**config.mk**
```make
export PLATFORM = sky130hd
export DESIGN_NAME = osc_mode_sequencer
export DESIGN_NICKNAME = d
export VERILOG_FILES = /design/src/rtl/osc_mode_sequencer.sv
export SDC_FILE = /design/constraint.sdc
export NUM_CORES = 1
export LEC_CHECK = 0
export ABC_CLOCK_PERIOD_IN_PS = 6600
export CORE_ASPECT_RATIO = 0.75
export CORE_MARGIN = 2
export CORE_UTILIZATION = 60
export DETAILED_ROUTE_END_ITERATION = 10
export GPL_TIMING_DRIVEN = 0
export PLACE_DENSITY = 0.86
export SLEW_MARGIN = 20
export SYNTH_ARGS = -nofsm -noshare
export SYNTH_HDL_FRONTEND = slang
export SYNTH_SLANG_ARGS = --single-unit
```
**constraint.sdc**
```tcl
create_clock -name clk -period 6.6 [get_ports clk]
set_input_delay 1.32 -clock clk [delete_from_list [all_inputs] [get_ports clk]]
set_output_delay 1.32 -clock clk [all_outputs]
set_load 0.005 [all_outputs]
```
**src/rtl/osc_mode_sequencer.sv**
```systemverilog
// Schedules the 2-bit mode oscillator through ROUNDS x (DWELL0 @ A=0, DWELL1 @ A=1)
// and checks every oscillator step against the expected next state.
module osc_mode_sequencer #(
  parameter int DW = 8,
  parameter int RW = 4
) (
  input  logic          clk,
  input  logic          rst,
  input  logic          start,
  input  logic          abort,
  input  logic [DW-1:0] dwell0,
  input  logic [DW-1:0] dwell1,
  input  logic [RW-1:0] rounds,
  input  logic [1:0]    osc_state,
  output logic          osc_a,
  output logic          osc_clr,
  output logic          busy,
  output logic          done,
  output logic [RW-1:0] round_cnt,
  output logic          err
);

  typedef enum logic [2:0] {IDLE, CLR, PH0, PH1, DONE} state_t;

  state_t        st, st_nx;
  logic [DW-1:0] d0_q, d1_q, dcnt, lim0, lim1;
  logic [RW-1:0] rnd_q, rcnt, rcnt_inc;
  logic          err_q, chk_fail, ph_end0, ph_end1, phase;
  logic [1:0]    prev_state;
  logic          prev_a, prev_valid, first_ph0;

  // A dwell of 0 behaves as 1, so the terminal count saturates at 0
  assign lim0     = (d0_q == '0) ? '0 : d0_q - DW'(1);
  assign lim1     = (d1_q == '0) ? '0 : d1_q - DW'(1);
  assign ph_end0  = (dcnt == lim0);
  assign ph_end1  = (dcnt == lim1);
  assign rcnt_inc = rcnt + RW'(1);
  assign phase    = (st == PH0) || (st == PH1);

  always_comb begin
    st_nx = st;
    unique case (st)
      IDLE: if (start) st_nx = (rounds == '0) ? DONE : CLR;
      CLR:  st_nx = abort ? IDLE : PH0;
      PH0:  if (abort) st_nx = IDLE;
            else if (ph_end0) st_nx = PH1;
      PH1:  if (abort) st_nx = IDLE;
            else if (ph_end1) st_nx = (rcnt_inc == rnd_q) ? DONE : PH0;
      DONE: st_nx = IDLE;
      default: st_nx = IDLE;
    endcase
  end

  // First PH0 after CLR must see a cleared oscillator; afterwards each step
  // must toggle exactly the bit selected by the previous A.
  always_comb begin
    chk_fail = 1'b0;
    if (phase) begin
      if (first_ph0)
        chk_fail = (osc_state != 2'b00);
      else if (prev_valid)
        chk_fail = (osc_state != (prev_state ^ (prev_a ? 2'b10 : 2'b01)));
    end
  end

  always_ff @(posedge clk or posedge rst) begin
    if (rst) begin
      st         <= IDLE;
      d0_q       <= '0;
      d1_q       <= '0;
      rnd_q      <= '0;
      dcnt       <= '0;
      rcnt       <= '0;
      err_q      <= 1'b0;
      prev_state <= 2'b00;
      prev_a     <= 1'b0;
      prev_valid <= 1'b0;
      first_ph0  <= 1'b0;
    end else begin
      st         <= st_nx;
      prev_state <= osc_state;
      prev_a     <= osc_a;
      prev_valid <= phase;
      first_ph0  <= (st == CLR);
      if (chk_fail) err_q <= 1'b1;
      unique case (st)
        IDLE: if (start) begin
          d0_q  <= dwell0;
          d1_q  <= dwell1;
          rnd_q <= rounds;
          dcnt  <= '0;
          rcnt  <= '0;
          err_q <= 1'b0;
        end
        PH0: if (!abort) dcnt <= ph_end0 ? '0 : dcnt + DW'(1);
        PH1: if (!abort) begin
          if (ph_end1) begin
            dcnt <= '0;
            rcnt <= rcnt_inc;
          end else begin
            dcnt <= dcnt + DW'(1);
          end
        end
        default: ;
      endcase
    end
  end

  assign osc_a     = (st == PH1);
  assign osc_clr   = (st == CLR);
  assign busy      = (st == CLR) || phase;
  assign done      = (st == DONE);
  assign round_cnt = rcnt;
  assign err       = err_q;

endmodule

```
==> run summary <==
The CTS clock-pin slew for the worst setup and hold paths is around 0.080 ns. TritonCTS built the clock tree. The depth of the CTS H-tree is 2. The clock drives 41 sinks. The count of vias placed by the detailed router is 2519. After synthesis, the share of flip-flops with an asynchronous set or reset is 100%. Synthesis produced a netlist with a net count of about 320. The predominant post-synthesis flop cell is sky130_fd_sc_hd__dfrtp_1.

The post-route setup TNS came out at 0 ns. Buffers inserted to repair hold after CTS numbered 0. The leftover overflow at the end of global routing came out at 0. The total power density per cell area is 391 nW/um^2. The routed length per instance came out at between 15 and 20 um. The number of post-CTS setup repair buffers is 0. From bottom edge to top edge, the die measures 62.3 um. The slew at the pin closest to its max-slew limit came out at 0.794 ns.

The setup skew after layout came out at 0.00624 ns. The footprint of the multi-input gates came out at 1560 um^2. After detailed routing, the number of vias per cell comes to 6.46. The core region is 4410 um^2. TritonCTS created 5 clock buffers. The overall routing resource usage came out at 28.3%. The area of all sequential standard cells came out at 1030 um^2.

The first global-routing pass estimated 11.1 mm of wire. The area enclosed by the die boundary came out at 5090 um^2. The number of antenna-violating nets in the routed design came out at 0. STA classifies the critical path startpoint as a flop. The number of synthesized register bits is 41. The final max-slew violation count came to 0. The worst setup path is captured at an output pin. Yosys printed 0 warnings. The number of port buffers is 34. Of the synthesized area, sequential elements account for roughly 38%. In this run the count of I/O pins placed on the die edge is 35. The via count of the first global-routing pass was 2289. The setup slack after layout is 2.87 ns. The pin count of the biggest net entering global routing is 26.

The run finished with clean final reports. The number of core rows is 21. The starting utilization of the core area is 61.6%. The horizontal die dimension came out at 81.7 um. In the routed design, unresolved DRC markers number 0. The number of synthesized flops with an enable pin came out at 0.

The clock insertion delay at the later pin of the skew report came out at 0.29 ns. The data required time of the critical path is ~5.3 ns. The minimum clock period is 3.73 ns. The weighted congestion at the end of routability-driven global placement is just under 0.9.

Measured on the finished design, the core utilization comes to 73.5%. The tightest min-delay check is of the reg -> reg type. The clock root buffer is sky130_fd_sc_hd__clkbuf_8.

The worst pin sits at a relative slew slack of between 40% and 50%. The biggest fanout along the worst timing path came out at 10. The final-stage net count came out at 362. The leakage power figure came out at 1.25 nW. The wire length after detailed routing came out at 6.72 mm. The average instance area after synthesis came out at between 9 and 10 um^2.

Relative to the synthesized area, the layout overhead comes to 19.3%. The number of antenna violations at the first check in global routing is 0. The count of antenna diodes in the layout came out at 0. The worst setup path is of the reg -> out kind. The half-perimeter wire length of the detailed placement result is 4.87 mm.

The number of detailed-routing iterations run before antenna repair is 5. The minimum setup slack after placement came out at 3.20 ns. The number of fill cells in the layout is 349. The period utilization came out at 56.6%. The maximum resistive drop on vdd came out at roughly 250 uV. The max-cap violation count is 0. The maximum frequency from static timing analysis is 0.268 GHz. The final setup violation count came out at 0. The number of resized instances in the post-cts repair step came out at 0. The maximum count of clock buffers along a single path came out at 2. The starting DRC count in detailed routing came out at 298. The design draws 1.27 mW. The post-synthesis cell count is 289. The synthesized netlist contains 69 unique library cells. The cell area after technology mapping came out at 2720 um^2. For the worst setup path, the data arrival time is 2.41 ns. Setup repair after global routing left no endpoint under its margin. The final hold violation count came to 0. The share of post-route cells with drive strength above 1 is 13.2%.
[sequential cells by signal (all words and copies together), names as in the netlist]
signal      cells
d0_q            8
d1_q            8
dcnt            8
rnd_q           4
round_cnt       4
st              3
prev_state      2
err             1
first_ph0       1
prev_a          1
prev_valid      1
[routing by layer]
layer	routed length (um)	GRT usage (%)	vias to the layer above
li1	-	-	1187
met1	3130	42.7	1195
met2	3000	40.5	121
met3	463	5.52	16
met4	121	9.17	0
met5	0	0	-
[cells in the mapped netlist, types with 6 or more instances]
| master | instances | area (um^2) |
|---|---|---|
| sky130_fd_sc_hd__a31oi_1 | 6 | 37.5 |
| sky130_fd_sc_hd__mux2_2 | 16 | 180 |
| sky130_fd_sc_hd__a21oi_1 | 11 | 55.1 |
| sky130_fd_sc_hd__o21ai_0 | 15 | 75.1 |
| sky130_fd_sc_hd__xnor2_1 | 11 | 96.3 |
| sky130_fd_sc_hd__nor3_1 | 10 | 50.1 |
| sky130_fd_sc_hd__inv_1 | 15 | 56.3 |
| sky130_fd_sc_hd__dfrtp_1 | 41 | 1030 |
| sky130_fd_sc_hd__nand2_1 | 16 | 60.1 |
| sky130_fd_sc_hd__clkbuf_1 | 15 | 56.3 |
| sky130_fd_sc_hd__nor2_1 | 10 | 37.5 |
| sky130_fd_sc_hd__nand3_1 | 15 | 75.1 |
| sky130_fd_sc_hd__or3_1 | 7 | 43.8 |
[metrics by stage]
stage               instance area [um^2]  instances  hold WS (ns)
floorplan                           2720        289         0.486
global placement                    3130        380         0.477
detailed placement                  3160        382         0.490
CTS                                 3240        390         0.508
global route                        3240        390         0.540
finish                              3240        390         0.503
[layout make-up]
| type | count | area share [%] |
|---|---|---|
| multi-input cells | 215 | 48.1 |
| flip-flops and latches | 41 | 31.6 |
| repair buffers | 36 | 11.3 |
| plain buffers | 18 | 2.55 |
| clock buffers | 6 | 2.24 |
| well taps | 57 | 2.20 |
| inverters | 15 | 1.74 |
| clock inverters | 2 | 0.309 |
[worst paths after layout]
check                      startpoint      end  slack, ns  cells past startpoint
max                             st[1]    osc_a       2.87                      6
min reg2reg                       err      err       0.50                      2
max reg2reg                   d1_q[0]  dcnt[6]       3.50                     10
min in group asynchronous         rst  d1_q[6]       1.31                      2
max in group asynchronous         rst    st[2]       4.84                      3
min                               err      err       0.50                      2
[power breakdown]
part | internal, mW | switching [mW]
clock | 0.0733 | 0.0859
sequential | 0.336 | 0.0880
combinational | 0.313 | 0.371
[critical path: stages, from the launching register on]
cell	delay, ns
sky130_fd_sc_hd__dfrtp_1	0.34
sky130_fd_sc_hd__clkbuf_1	0.36
sky130_fd_sc_hd__nand2b_1	0.20
sky130_fd_sc_hd__inv_1	0.25
sky130_fd_sc_hd__nand2_1	0.22
sky130_fd_sc_hd__inv_1	0.21
sky130_fd_sc_hd__clkdlybuf4s50_1	0.53
[kinds of logic (layout without fill, tap and decap cells)]
| family | Yosys count | after routing | share of synthesized area, % |
|---|---|---|---|
| and+or+nand+nor | 100 | 100 | 22.6 |
| xor gates and xnor gates | 16 | 16 | 5.15 |
| buffers and inverters | 33 | 77 | 5.11 |
| muxes | 17 | 17 | 6.99 |
| adders and majority gates | 4 | 4 | 1.84 |
| AOI/OAI and AO/OA | 78 | 78 | 20.6 |
| DFF | 41 | 41 | 37.7 |
[cells in the final DEF (no fill, tap or decap), types with 11 or more instances in the layout]
cell type                         Yosys  layout
sky130_fd_sc_hd__xnor2_1             11      11
sky130_fd_sc_hd__nand3_1             15      15
sky130_fd_sc_hd__nand2_1             16      16
sky130_fd_sc_hd__clkbuf_1            15      16
sky130_fd_sc_hd__a21oi_1             11      11
sky130_fd_sc_hd__o21ai_0             15      15
sky130_fd_sc_hd__clkdlybuf4s50_1      0      34
sky130_fd_sc_hd__inv_1               15      14
sky130_fd_sc_hd__dfrtp_1             41      41
sky130_fd_sc_hd__mux2_2              16      16
(Power assumes the default switching activity.)
